## config.mk

```make
export PLATFORM = sky130hd
export DESIGN_NAME = mem_port_arbiter
export DESIGN_NICKNAME = d
export VERILOG_FILES = /design/src/rtl/mem_arb_pkg.sv /design/src/rtl/mem_arb_grant.sv /design/src/rtl/mem_port_arbiter.sv
export SDC_FILE = /design/constraint.sdc
export NUM_CORES = 1
export LEC_CHECK = 0
export ABC_AREA = 1
export ABC_CLOCK_PERIOD_IN_PS = 16100
export CORE_MARGIN = 1.5
export CORE_UTILIZATION = 35
export DETAILED_ROUTE_END_ITERATION = 8
export PLACE_DENSITY = 0.67
export SLEW_MARGIN = 20
export SYNTH_ARGS = -nofsm -noshare
export SYNTH_HDL_FRONTEND = slang
export SYNTH_SLANG_ARGS = --single-unit
export TNS_END_PERCENT = 100
```

## constraint.sdc

```tcl
create_clock -name clk -period 16.1 [get_ports clk]
set_input_delay 2.415 -clock clk [delete_from_list [all_inputs] [get_ports clk]]
set_output_delay 2.415 -clock clk [all_outputs]
set_load 0.05 [all_outputs]
```

## src/rtl/mem_arb_pkg.sv

```systemverilog
// mem_arb_pkg: shared FSM state and owner encodings for mem_port_arbiter
package mem_arb_pkg;
    typedef enum logic [1:0] {IDLE, ISSUE, WAIT, RESP} state_t;
    typedef logic [1:0] owner_t;
    localparam owner_t OWN_IF = 2'd0;
    localparam owner_t OWN_D  = 2'd1;
    localparam owner_t OWN_X  = 2'd2;
endpackage

```

## src/rtl/mem_arb_grant.sv

```systemverilog
// mem_arb_grant: winner selection; MEM_ARB_RR_EN adds a CPU/x last-served pointer
module mem_arb_grant
    import mem_arb_pkg::*;
(
`ifdef MEM_ARB_RR_EN
    input  logic   clk,
    input  logic   reset,
    input  logic   take,
`endif
    input  logic   if_req,
    input  logic   d_req,
    input  logic   x_req,
    output owner_t owner
);
    logic cpu_req, x_wins;
    assign cpu_req = if_req | d_req;
`ifdef MEM_ARB_RR_EN
    logic last_x;
    // Track whether x took the previous grant; reset leaves the CPU group favoured
    always_ff @(posedge clk or posedge reset)
        if (reset) last_x <= 1'b1;
        else if (take) last_x <= x_wins;
    assign x_wins = x_req & (~cpu_req | ~last_x);
`else
    assign x_wins = x_req & ~cpu_req;
`endif
    // Data access always beats fetch inside the CPU group
    always_comb owner = x_wins ? OWN_X : d_req ? OWN_D : OWN_IF;
endmodule

```

## src/rtl/mem_port_arbiter.sv

```systemverilog
// mem_port_arbiter: shares one memory port among fetch, data and external requesters (MEM_ARB_RR_EN: round-robin CPU/x)
module mem_port_arbiter
    import mem_arb_pkg::*;
#(
    parameter int ADDR_W      = 32,
    parameter int DATA_W      = 32,
    parameter int WAIT_CYCLES = 2
) (
    input  logic                clk,
    input  logic                reset,
    input  logic                if_req,
    input  logic [ADDR_W-1:0]   if_addr,
    output logic                if_ack,
    output logic [DATA_W-1:0]   if_rdata,
    input  logic                d_req,
    input  logic                d_we,
    input  logic [DATA_W/8-1:0] d_be,
    input  logic [ADDR_W-1:0]   d_addr,
    input  logic [DATA_W-1:0]   d_wdata,
    output logic                d_ack,
    output logic [DATA_W-1:0]   d_rdata,
    input  logic                x_req,
    input  logic                x_we,
    input  logic [DATA_W/8-1:0] x_be,
    input  logic [ADDR_W-1:0]   x_addr,
    input  logic [DATA_W-1:0]   x_wdata,
    output logic                x_ack,
    output logic [DATA_W-1:0]   x_rdata,
    output logic                mem_en,
    output logic                mem_we,
    output logic [DATA_W/8-1:0] mem_be,
    output logic [ADDR_W-1:0]   mem_addr,
    output logic [DATA_W-1:0]   mem_wdata,
    input  logic [DATA_W-1:0]   mem_rdata,
    output logic                busy
);
    localparam int CNT_W = $clog2(WAIT_CYCLES + 1);

    state_t              state, next_state;
    owner_t              win, owner_q;
    logic                we_q, take, last_wait;
    logic [DATA_W/8-1:0] be_q;
    logic [CNT_W-1:0]    cnt;

    assign take      = (state == IDLE) & (if_req | d_req | x_req);
    assign last_wait = (state == WAIT) & (cnt == CNT_W'(1));

    mem_arb_grant u_grant (
`ifdef MEM_ARB_RR_EN
        .clk    (clk),
        .reset  (reset),
        .take   (take),
`endif
        .if_req (if_req),
        .d_req  (d_req),
        .x_req  (x_req),
        .owner  (win)
    );

    // State register
    always_ff @(posedge clk or posedge reset)
        if (reset) state <= IDLE;
        else state <= next_state;

    // Next state and per-state strobes; be/we are only driven while mem_en is high
    always_comb begin
        next_state = state;
        case (state)
            IDLE:    next_state = take ? ISSUE : IDLE;
            ISSUE:   next_state = WAIT;
            WAIT:    next_state = last_wait ? RESP : WAIT;
            default: next_state = IDLE;
        endcase
        mem_en = state == ISSUE;
        mem_we = mem_en & we_q;
        mem_be = mem_en ? be_q : '0;
        busy   = state != IDLE;
        if_ack = (state == RESP) & (owner_q == OWN_IF);
        d_ack  = (state == RESP) & (owner_q == OWN_D);
        x_ack  = (state == RESP) & (owner_q == OWN_X);
    end

    // Capture the winner's command; fetch is forced to a full-word read
    always_ff @(posedge clk or posedge reset)
        if (reset) begin
            owner_q   <= OWN_IF;
            we_q      <= 1'b0;
            be_q      <= '0;
            mem_addr  <= '0;
            mem_wdata <= '0;
        end else if (take) begin
            owner_q   <= win;
            we_q      <= win == OWN_D ? d_we : win == OWN_X ? x_we : 1'b0;
            be_q      <= win == OWN_D ? d_be : win == OWN_X ? x_be : '1;
            mem_addr  <= win == OWN_D ? d_addr : win == OWN_X ? x_addr : if_addr;
            mem_wdata <= win == OWN_D ? d_wdata : win == OWN_X ? x_wdata : '0;
        end

    // Latency countdown and read-data capture into the owner's register
    always_ff @(posedge clk or posedge reset)
        if (reset) begin
            cnt      <= '0;
            if_rdata <= '0;
            d_rdata  <= '0;
            x_rdata  <= '0;
        end else if (state == ISSUE) begin
            cnt <= CNT_W'(WAIT_CYCLES);
        end else if (state == WAIT) begin
            cnt <= cnt - CNT_W'(1);
            if (last_wait && owner_q == OWN_IF) if_rdata <= mem_rdata;
            if (last_wait && owner_q == OWN_D) d_rdata <= mem_rdata;
            if (last_wait && owner_q == OWN_X) x_rdata <= mem_rdata;
        end
endmodule

```

==> results of run 1 <==
==> tightest hold or removal path: cells and delay by family, from the launching register on <==
family | cells | cell delay (ns)
DFF | 1 | 0.35
and+or+nand+nor | 2 | 0.10
==> cell usage after synthesis, drive strengths merged <==
| master | n | share of area [%] |
|---|---|---|
| nand2 | 345 | 17 |
| dfrtp | 171 | 56 |
| nand3 | 104 | 7.1 |
| o21ai | 103 | 6.8 |
| nor2 | 70 | 3.8 |
| inv | 51 | 2.5 |
| buf | 30 | 3.1 |
| clkbuf | 23 | 1.2 |
| ha | 5 | 0.83 |
| or2 | 4 | 0.33 |
| a21oi | 3 | 0.20 |
| nor3 | 3 | 0.20 |
| o21bai | 1 | 0.099 |
==> path summary, 6_finish.rpt <==
| kind | depth (start not counted) | end | from | slack (ns) |
|---|---|---|---|---|
| setup / recovery | 4 | busy | state[0] | 11.31 |
| hold / removal | 2 | mem_addr[29] | mem_addr[29] | 0.48 |
| setup reg to reg | 6 | mem_wdata[3] | state[0] | 13.90 |
| hold reg to reg | 2 | mem_addr[29] | mem_addr[29] | 0.48 |
| max in group asynchronous | 3 | x_rdata[12] | reset | 12.27 |
| min in group asynchronous | 2 | if_rdata[1] | reset | 2.49 |
==> final cells by class <==
type                       instances  area (um^2)
fill                            1959         9120
sequential                       171         4280
timing repair buffer             381         3800
multi-input combinational        638         2800
clock buffer                      17          425
tap                              275          344
inverter                          51          198
clock inverter                    15          178
antenna                            2         5.00
==> routing by layer <==
layer / GRT usage [%] / vias to the layer above
met5: 0 / -
met4: 10.1 / 0
met3: 5.15 / 50
met2: 36.9 / 246
met1: 28.0 / 3371
li1: - / 3582
==> state kept, by name (all words and copies together) (netlist names) <==
register   flops
d_rdata       32
if_rdata      32
mem_addr      32
mem_wdata     32
x_rdata       32
be_q           4
cnt            2
owner_q        2
state          2
we_q           1
==> per-stage QoR <==
stage,power [mW],std cells,setup WS [ns],cell area [um^2]
final,2.79,1550,11.31,12000
after global routing,2.93,1550,11.20,12000
after CTS,2.81,1548,11.25,12000
after detailed placement,2.39,1516,10.79,11400
after global placement,2.37,1516,10.87,11400
after floorplan,1.81,913,9.05,7580
==> power breakdown <==
group | switching, mW | internal (mW)
logic | 1.10 | 0.511
clock network | 0.206 | 0.211
registers | 0.115 | 0.644
total | 1.42 | 1.37
==> cell families (layout without fill, tap and decap cells) <==
group,after synthesis,after routing,synth area share (%)
flops,171,171,56.4
simple gates,526,526,28.8
compound gates,107,107,7.10
fa+ha+maj,5,5,0.825
other cells,0,2,0
buf+inv,104,464,6.83
==> flow_results.org, run 1 <==
** Timing
- In the finished design, the share of the clock period the worst path needs comes to 29.8%.
- Number of max-slew violations in the final report :: 0
- Hold is met by 0.482 ns.
- Remaining max-slew budget at the tightest pin :: 33.4%
- For the finished layout, the period the worst path requires is about 4.8 ns.
- Setup violations remaining at the end of the flow were counted as 0.
- Setup repair after global routing left no endpoint under its margin.
- Setup Skew :: roughly 0.0086 ns
- Highest attainable clock frequency :: 209 MHz
- The count of final hold-check violations is 0.
- Tightest Pin Transition :: 0.996 ns
- Setup TNS :: 0 ns

** Yosys
- Synthesis produced a netlist with a net count of approximately 1,100.
- Number of distinct library cell variants in the gate-level netlist after synthesis :: 24
- Synthesis inferred 171 register bits.
- The synthesized netlist occupies a cell area of about 7600 um^2.
- The Yosys step of the flow raised 0 warnings.
- Post-synthesis average cell area :: 8.30 um^2
- Synthesis handed over a netlist of 913 instances.
- Seq/Total Area, Yosys :: 56.4%

** Clock tree
- # resized after CTS :: 0
- Buffer levels on the longest clock path :: 2
- After clock tree synthesis, the clock-pin slew on the worst setup and hold paths is 0.08 ns.
- Clock tree synthesis inserted a total of 17 buffers.
- TritonCTS clock tree :: done
- The cell sitting at the root of the clock tree is a sky130_fd_sc_hd__clkbuf_16.
- Insertion delay to the later sink of the worst-skew pair :: 0.43 ns
- CTS Hold Buffers Added :: 0
- The H-tree generated during clock tree synthesis spans 4 levels.
- The clock net in this run drives a total of approximately 170 sinks.
- Setup fix buffers added after clock tree synthesis :: 0

** Global routing
- The via count of the first global-routing pass was 7,024.
- The initial antenna violation count was 1.
- All-layer global routing usage :: 22.4%
- After global routing the overflow that remains totals 0.
- Largest net degree at the start of global routing :: approximately 100
- The first global-routing pass estimated 38,500 um of wire.

** Die
- Die area :: 22,600 um^2
- For this design the top-level I/O count stands at about 380.
- After floorplanning, the core was sized to cover between 20,000 and 25,000 um^2.
- Number of placement rows :: 53
- Vertical die dimension :: about 150 um
- Die X-Extent :: 150 um
- Initial Util :: 35.8%

** Setup path
- Kind of cell adding the most delay to the critical path :: buffers and inverters
- Category of the worst setup path capture point :: output pin
- Crit path arrival time :: 2.38 ns
- In this design, the stage delay of the slowest critical-path cell is 0.93 ns.
- Along the worst path, the maximum fanout reaches 7.
- In this design, the critical path's most frequently occurring cell is sky130_fd_sc_hd__inv_1.
- Crit path buf inv count :: 3
- Critical-path top delay cell :: sky130_fd_sc_hd__clkdlybuf4s50_1
- Ordered cell list for the critical path :: inv_1, ha_1, inv_1, clkdlybuf4s50_1
- CP Data Required Time :: 13.69 ns
- Setup crit start kind :: flip-flop
- The worst setup path is of the flip-flop to output pin kind.

** Outcome
- Result of the run :: completed

** Route
- Met1 Routed Length :: 10,300 um
- For this block, the initial DRC count from the detailed router was roughly 370.
- Via count :: 7,249
- Routed Wire Length :: 25,100 um
- WL met2 :: 12,400 um
- For this run, the detailed router's first-pass iteration total came to 5.
- Number of design rule violations left after detail routing :: 0
- Signal routing reaches up to met4.
- Dividing the detail-routed wire length by the instance count gives 16.2 um.
- Via/cell ratio :: between 4 and 5
- The detail route stage leaves a number of antenna-violating nets equal to 0.
- Routed wl met3 :: roughly 1400 um

** Layout
- At the end of the flow, the number of nets in the layout was 1,472.
- Relative to the synthesized area, the layout overhead comes to 58.7%.
- Most common cell after layout, fill and taps aside :: sky130_fd_sc_hd__clkdlybuf4s50_1
- Share of post-route cells with drive strength above 1 :: 4.08%
- Fin util :: approximately 57%
- Most frequent cells in the layout :: 376 x sky130_fd_sc_hd__clkdlybuf4s50_1, 342 x sky130_fd_sc_hd__nand2_1, 171 x sky130_fd_sc_hd__dfrtp_1

** Pwr
- VDD sags by at most 0.109 mV.
- Summed over all cells, the static leakage comes to roughly 5.7 nW.
- Pwr dens :: between 200 and 250 nW/um^2

** Place
- At the end of routability-driven placement, the weighted congestion stood at 0.934.
- Once detailed placement completed, the half-perimeter wirelength came to between 15,000 and 20,000 um.
- IO Port Bufs :: 376

** Hold path
- In this run the worst hold path is classified as flip-flop to flip-flop.

** Flow run
- Number of maximum-capacitance constraint violations :: 0
Note: power is estimated with default switching activity, not from simulation.
==> run 2: changes to the inputs <==
--- a/config.mk
+++ b/config.mk
@@ -6,7 +6,7 @@
 export NUM_CORES = 1
 export LEC_CHECK = 0
 export ABC_AREA = 1
-export ABC_CLOCK_PERIOD_IN_PS = 16100
+export ABC_CLOCK_PERIOD_IN_PS = 4500
 export CORE_MARGIN = 1.5
 export CORE_UTILIZATION = 35
 export DETAILED_ROUTE_END_ITERATION = 8
==> constraint.sdc (replaced) <==
create_clock -name clk -period 4.5 [get_ports clk]
set_input_delay 0.675 -clock clk [delete_from_list [all_inputs] [get_ports clk]]
set_output_delay 0.675 -clock clk [all_outputs]
set_load 0.05 [all_outputs]
==> flow_results.org, run 2 (synthesized netlist as in run 1, its figures left out) <==
** Clock tree
- Buffer levels on the longest clock path :: 2
- The H-tree was split into 4 levels.
- Clock sink total :: 171
- # resized after CTS :: 0
- Clock-pin slew on the worst setup and hold paths :: 0.07 ns
- TritonCTS built the clock tree.
- Counting the buffers created by CTS gives 17.
- Insertion delay to the later sink of the worst-skew pair :: 0.42 ns
- CTS Hold Buffers Added :: 0
- Clock root buffer :: sky130_fd_sc_hd__clkbuf_16
- The number of setup buffers added after CTS is 0.

** Timing
- Setup Skew :: 0.0120 ns
- Number of setup violations in the final report :: 0
- Unrepaired setup endpoints after global routing :: no
- Based on the critical path, the design can be clocked at up to 323 MHz.
- Number of max-slew violations in the final report :: 0
- Remaining max-slew budget at the tightest pin :: 39.9%
- Tightest Pin Transition :: 0.901 ns
- After layout, the worst path uses 68.8% of the clock period.
- Hold violation total from the final report :: 0
- After routing, the total negative slack on setup checks comes to 0 ns.
- Final min period :: slightly above 3 ns

** Global routing
- Global routing finished with a remaining overflow of 0.
- Antenna violations before repair :: 0
- Global routing used 36.6% of the available met2 tracks.
- Global routing used between 20 and 25% of the available tracks.
- Met1 demand-to-capacity share in global routing :: between 20% and 30%
- Entering global routing, the biggest net connects 104 pins.
- Vias in the first global route :: 7,034
- The first global-routing pass estimated approximately 38,000 um of wire.
- After global routing, the most crowded layer is met2.
- Global routing consumed, on the met3 layer, 6.61% of the routing resources.

** Die
- # IOs :: 377
- The die covers about 23,000 um^2.
- Std-Cell Core Area :: between 20,000 and 25,000 um^2
- Vertical die dimension :: 150 um
- Die X-Extent :: 150 um
- Number of placement rows :: 53
- Initial Util :: 35.8%

** Place
- During placement, the flow inserted port buffers numbering around 380.
- Final weighted congestion in routability-driven placement :: 0.926
- After legalization and detailed placement, the total HPWL measured 17,900 um.
- Placed Instances :: 1,518

** Pwr
- For this design the ratio of total power to cell area is 823 nW/um^2.
- Fraction of power consumed by sequential logic :: 27.4%
- Clock power frac :: 14.2%
- Leak Pwr :: 5.65 nW
- Power Internal :: about 4.9 mW
- Of the total power, the share spent switching nets is just over 50%.
- In this run the power spent charging and discharging nets is a little over 5 mW.
- Worst-case vdd ir drop :: between 0.3 and 0.4 mV
- Combinational cells account for 58.4% of the total power.

** Route
- In the routed layout, each cell is associated on average with a via count of approximately 4.7.
- First drt pass iteration count :: 5
- Dividing the detail-routed wire length by the instance count gives approximately 16 um.
- In the routed design, unresolved DRC markers number 0.
- The first routing iteration left between 400 and 500 violations.
- Routed Wire Length :: 24,700 um
- Detailed routing inserted a total of 7,244 vias.
- Antenna Violating Nets Remaining :: 0

** Layout
- The number of antenna diodes in the final layout is 0.
- Count of nets after finishing :: 1,474
- Share of post-route cells with drive strength above 1 :: roughly 4.2%
- In the layout the commonest cells are 376 x sky130_fd_sc_hd__clkdlybuf4s50_1, 342 x sky130_fd_sc_hd__nand2_1, 171 x sky130_fd_sc_hd__dfrtp_1.
- Counting the fill cells in the layout gives 1,934.
- From synthesis to final layout, the design area changed by 58.5%.
- Most common cell after layout, fill and taps aside :: sky130_fd_sc_hd__clkdlybuf4s50_1
- Final instance count without filler cells :: 1,549

** Setup path
- Traced cell by cell, the critical path runs through inv_1, ha_1, inv_1, clkdlybuf4s50_1.
- Type of the worst setup path :: flip-flop to output pin
- Kind of cell adding the most delay to the critical path :: buffers and inverters
- At the worst endpoint, the arrival time is 2.42 ns.
- Setup crit start kind :: flip-flop
- On the critical path, the stage with the largest delay is an instance of sky130_fd_sc_hd__clkdlybuf4s50_1.
- The worst setup path is captured at an output pin.
- The cell that appears most often on the critical path is sky130_fd_sc_hd__inv_1.
- Largest stage delay, worst path :: 0.88 ns
- Data on the critical path is required at its endpoint by 3.83 ns.
- Maximum fanout along the worst path :: 7
- Crit path buf inv count :: 3

** Flow run
- The tool flagged a number of max-cap violations equal to 0.

** Outcome
- The run finished with clean final reports.

** Hold path
- The path class of the tightest hold or removal check is flip-flop to flip-flop.
==> run 2: stage by stage <==
step,util (%),hold WS (ns),power [mW],setup WS [ns],cell area [um^2]
6_report,56.8,0.483,9.90,1.41,12000
4_1_cts,56.8,0.486,10.0,1.45,12000
5_1_grt,56.8,0.502,10.4,1.34,12000
2_1_floorplan,-,0.447,6.49,1.64,7580
3_5_place_dp,54.1,0.465,8.55,1.52,11400
3_3_place_gp,54.1,0.464,8.48,1.58,11400
==> run 2: worst paths after layout <==
check / startpoint / end / slack, ns / cells after the start
max in group asynchronous: reset / mem_wdata[18] / 2.87 / 3
setup / recovery: state[0] / busy / 1.41 / 4
hold / removal: if_rdata[19] / if_rdata[19] / 0.48 / 2
setup reg to reg: state[0] / mem_wdata[13] / 2.21 / 6
min in group asynchronous: reset / mem_addr[0] / 0.76 / 2
hold reg to reg: if_rdata[19] / if_rdata[19] / 0.48 / 2
==> run 2: worst register-to-register path, cell delays in order, from the launching register on <==
cell	delay [ns]
sky130_fd_sc_hd__dfrtp_1	0.41
sky130_fd_sc_hd__inv_1	0.09
sky130_fd_sc_hd__ha_1	0.40
sky130_fd_sc_hd__nand2_1	0.22
sky130_fd_sc_hd__inv_1	0.71
sky130_fd_sc_hd__nand2_1	0.25
sky130_fd_sc_hd__nand3_1	0.15
==> run 2: cell type report <==
class | instances | area, um^2 | share of cell area [%]
Clock buffer | 17 | 425 | 3.54
Clock inverter | 14 | 135 | 1.12
Inverter | 51 | 196 | 1.63
Multi-Input combinational cell | 638 | 2800 | 23.3
Sequential cell | 171 | 4280 | 35.6
Tap cell | 275 | 344 | 2.86
Timing Repair Buffer | 383 | 3840 | 32.0
==> run 2: power groups by stage <==
stage	registers (mW)	logic, mW	clock network (mW)
after floorplan	5.19	1.30	0
after global routing	2.81	6.12	1.50
after global placement	2.72	5.76	0
after detailed placement	2.73	5.82	0
after CTS	2.72	5.83	1.45
final	2.72	5.78	1.40
==> run 2: metal layers <==
| layer | wire length, um | vias to the layer above |
|---|---|---|
| li1 | - | 3582 |
| met3 | 1730 | 44 |
| met1 | 10000 | 3363 |
| met4 | 804 | 0 |
| met2 | 12100 | 255 |
| met5 | 0 | - |
==> patch 1, RTL diff (config.mk and constraints of run 1) <==
The parameter `ADDR_W` goes from 32 to 24.
--- a/src/rtl/mem_port_arbiter.sv
+++ b/src/rtl/mem_port_arbiter.sv
@@ -2,7 +2,7 @@
 module mem_port_arbiter
     import mem_arb_pkg::*;
 #(
-    parameter int ADDR_W      = 32,
+    parameter int ADDR_W      = 24,
     parameter int DATA_W      = 32,
     parameter int WAIT_CYCLES = 2
 ) (
Interface: changed (resized d_addr, if_addr, mem_addr and x_addr); port bits go from 377 to 345. The function was not compared with the original's and may differ.
==> patch 1 against run 1 <==
- setup slack worse by 0.46 ns
- area after synthesis decreased by 6.9%
- critical path type is now in -> reg
- design area down 5.9%
- sequential cell count down 8
- power fell by 3.0%
- routed wire length shrank 10%
- critical endpoint is now mem_wdata[29]
- final cell count down 6.1%
- largest cell class unchanged
- highest routed layer unchanged
==> patch 1: results (changes against run 1) <==
logic_synthesis:
  synthTopCellsByArea: "dfrtp_1 58%, nand2_1 17%, o21ai_0 7.0%"
  synthAdderAreaFrac_pct: 0.887  # +0.062 points
  synth_compound_area_share_pct: 7.63  # +0.53 points
  synth_commonest_cells: "327 x nand2_1, 163 x dfrtp_1, 99 x o21ai_0"
  yosysSeqAreaShare_pct: 57.8  # +1.4 points
  synth.distinct_cells: 19  # -21%
  syn-num-nets: 1042  # -7.4%
worst_setup_path:
  rrSetupSlack_ns: 13.48  # -0.42 ns
  r2r_cells: 7  # +1
  cp-endpoint: "mem_wdata[29]"
  critPathArrivalTime_ns: 5.56  # +3.18 ns
  crit_start: "d_req"
route:
  route.vias.total: 6757  # -6.8%
  wl_met3_um: 1690  # +17%
  met2_length_um: 11000  # -11%
  drt-met1-wl_um: 9290  # -9.8%
  drtIter0Drc: 350  # -5.1%
placement:
  gp_congestion: 0.775  # -17%
  place_ws_ns: 10.40  # -0.392 ns
  place_hpwl_um: 16600  # -8.4%
worst_hold_path:
  hp-start: "mem_addr[1]"
  hold_path_end: "mem_addr[1]"
global_route:
  grt_pass1_vias: 6742  # -4.0%
  antenna_found_initial: 3  # +2
  grt_pass1_wl_um: 36400  # -5.5%
  grt_usage_pct: 22.1  # -0.38 points
  grt_max_degree: 103  # -0.96%
finish:
  nFillCells: 1797  # -8.3%
  nets: 1363  # -7.4%
power_and_ir_drop:
  peakVddDrop_v: 0.000149  # +36%
  p_leak_nw: 5.38  # -5.2%
outcome:
  outcome: "finished, final reports clean"
sta:
  worst_slew_pin_slew_ns: 0.995  # -0.000646 ns
  skew_ns: 0.00514  # -0.00346 ns
patch 1: critical path: stages:
cell and delay (ns):
clkdlybuf4s50_1 0.67, nor2_2 0.20, buf_4 0.36, nand2_1 0.21, nand2_2 0.53, buf_4 0.57, inv_1 0.35, nand2_1 0.15
nand2_1 0.06
patch 1: logic make-up (layout without fill, tap and decap cells):
family / count (synthesis) / in the layout
and+or+nand+nor: 478 / 478
other: 0 / 3
DFF: 163 / 163
buffers and inverters: 101 / 435
AOI/OAI and AO/OA: 107 / 107
adders and majority gates: 5 / 5
patch 1: final cells by class:
type | instances | area (µm²) | area share [%]
flip-flops and latches | 163 | 4080 | 36.0
diodes | 3 | 7.51 | 0.0663
clock buffers | 19 | 443 | 3.91
clock inverters | 13 | 211 | 1.87
repair buffers | 352 | 3500 | 31.0
inverters | 51 | 196 | 1.74
well taps | 265 | 332 | 2.93
multi-input cells | 590 | 2540 | 22.5
patch 1: routing by layer:
metal	track usage, %	vias up
met1	26.2	3126
met3	6.86	31
met5	0	-
li1	-	3339
met2	37.4	261
met4	8.14	0
patch 1: power breakdown:
group	internal, mW	leakage [nW]	switching, mW	total [mW]
registers	0.616	1.94	0.110	0.726
clock network	0.271	0.321	0.180	0.451
logic	0.482	3.12	1.05	1.53
patch 1: stage by stage:
stage / std cells / hold WS (ns) / util [%]
finish: 1456 / 0.481 / 57.8
global route: 1456 / 0.497 / 57.8
CTS: 1453 / 0.483 / 57.7
detailed placement: 1421 / 0.464 / 54.4
global placement: 1421 / 0.463 / 54.4
floorplan: 854 / 0.447 / -
==> patch 2, RTL diff (config.mk and constraints of run 1) <==
Made on the original files. Re-encode `state_t` (4 states) as Gray code, 2 bits wide.
--- a/src/rtl/mem_arb_pkg.sv
+++ b/src/rtl/mem_arb_pkg.sv
@@ -1,6 +1,6 @@
 // mem_arb_pkg: shared FSM state and owner encodings for mem_port_arbiter
 package mem_arb_pkg;
-    typedef enum logic [1:0] {IDLE, ISSUE, WAIT, RESP} state_t;
+    typedef enum logic [1:0] {IDLE = 2'b00, ISSUE = 2'b01, WAIT = 2'b11, RESP = 2'b10} state_t;
     typedef logic [1:0] owner_t;
     localparam owner_t OWN_IF = 2'd0;
     localparam owner_t OWN_D  = 2'd1;
Behaviour: no difference found for any inputs over 4 cycles, from zero or initial values and one cycle with reset high; so few cycles prove little.
==> patch 2 against run 1 <==
- sequential share of layout area fell by 0.47 points
- area after synthesis rose by 1.8%
- utilization fell by 0.83 points
- combinational power fell by 7%
- final cell count rose by 4.1%
- routed wire length rose by 2.8%
- design area rose by 1.3%
- sequential cell count did not move
- power fell by 4.3%
- synthesized cell count rose by 6.8%
- critical path depth fell by 1
- setup slack improved by 0.13 ns
==> patch 2: results (changes against run 1) <==
outcome:
  outcome: "finished, final reports clean"
logic_synthesis:
  synthTopCellsByArea: "dfrtp_1 55%, nand2_1 19%, nand3_1 6.6%"
  syn_area_per_cell_um2: 7.91  # -4.7%
  synth.distinct_cells: 21  # -13%
  yosysSeqAreaShare_pct: 55.5  # -0.99 points
  synthAdderAreaFrac_pct: 0.162  # -0.66 points
  synth_compound_area_share_pct: 6.91  # -0.19 points
placement:
  gp_congestion: 0.903  # -3.3%
  place_ws_ns: 10.95  # +0.151 ns
  dp.cells: 1578  # +4.1%
sta:
  slew_headroom_pct: 45.5  # +12 points
route:
  drtIter0Drc: 394  # +6.8%
  route.vias.total: 7637  # +5.4%
  wire_per_inst_um: 16.0  # -1.3%
worst_setup_path:
  critical-path-max-stage-delay_ns: 0.74  # -0.19 ns
  r2r_cells: 4  # -2
finish:
  nets: 1525  # +3.6%
  drive_above_1_share_pct: 4.21  # +0.13 points
global_route:
  grt_pass1_vias: 7352  # +4.7%
  grt_max_degree: 107  # +2.9%
  grt_usage_pct: 22.4  # about the same
  antenna_found_initial: 5  # +4
power_and_ir_drop:
  peakVddDrop_v: 0.000122  # +12%
worst_hold_path:
  hp-start: "state[0]"
  min_path_cells: 0  # -2
[patch 2: changes by cell type in the layout (fill, tap and decap cells not counted), moves of 3 or more]
| cell | delta |
|---|---|
| inv_6 | +3 |
| o21ai_0 | -4 |
| inv_1 | -3 |
| clkinv_8 | -3 |
| buf_4 | +3 |
| nor2_1 | +8 |
| ha_1 | -4 |
| o21ai_1 | +5 |
| nand2_1 | +54 |
[patch 2: kinds of logic after synthesis]
| kind of cell | after synthesis |
|---|---|
| AND/OR/NAND/NOR | 588 |
| flip-flops | 171 |
| buffers and inverters | 109 |
| AO/OA/AOI/OAI | 106 |
| adder cells (fa/ha/maj) | 1 |
[patch 2: worst register-to-register path: cells and delay by family (launching register included)]
family          cells  cell delay [ns]
compound gates      1             0.14
flops               1             0.40
buf+inv             1             0.64
simple gates        2             1.07
[patch 2: metal layers]
metal / wire (µm) / track usage, % / vias up
li1: - / - / 3757
met1: 10600 / 28.3 / 3522
met2: 12400 / 36.2 / 325
met3: 2340 / 6.26 / 31
met4: 547 / 8.93 / 2
met5: 12 / 0 / -
[patch 2: metrics by stage]
step / total power [mW] / area (µm²) / util (%)
global route: 2.82 / 12200 / 56.0
floorplan: 1.72 / 7720 / -
CTS: 2.69 / 12200 / 55.9
global placement: 2.25 / 11600 / 53.2
detailed placement: 2.26 / 11600 / 53.2
finish: 2.67 / 12200 / 56.0
[patch 2: layout make-up]
| type | count | area (µm²) |
|---|---|---|
| inverters | 48 | 185 |
| clock buffers | 17 | 425 |
| fillers | 2007 | 9560 |
| well taps | 280 | 350 |
| flip-flops and latches | 171 | 4280 |
| repair buffers | 384 | 3820 |
| clock inverters | 15 | 173 |
| diodes | 4 | 10.0 |
| multi-input cells | 695 | 2950 |
[patch 2: worst max path at each step]
stage	from	to	slack (ns)	cells past startpoint
finish	state[0]	busy	11.44	3
global route	d_req	mem_addr[17]	11.19	9
CTS	d_req	we_q	11.39	8
detailed placement	d_req	we_q	10.95	8
global placement	d_req	we_q	10.96	8
floorplan	reset	be_q[0]	9.05	1
[patch 2: report_power, final]
part | total (mW) | switching (mW) | leakage (nW) | internal [mW]
registers | 0.749 | 0.118 | 1.97 | 0.632
clock network | 0.418 | 0.196 | 0.292 | 0.223
logic | 1.50 | 1.02 | 3.61 | 0.477
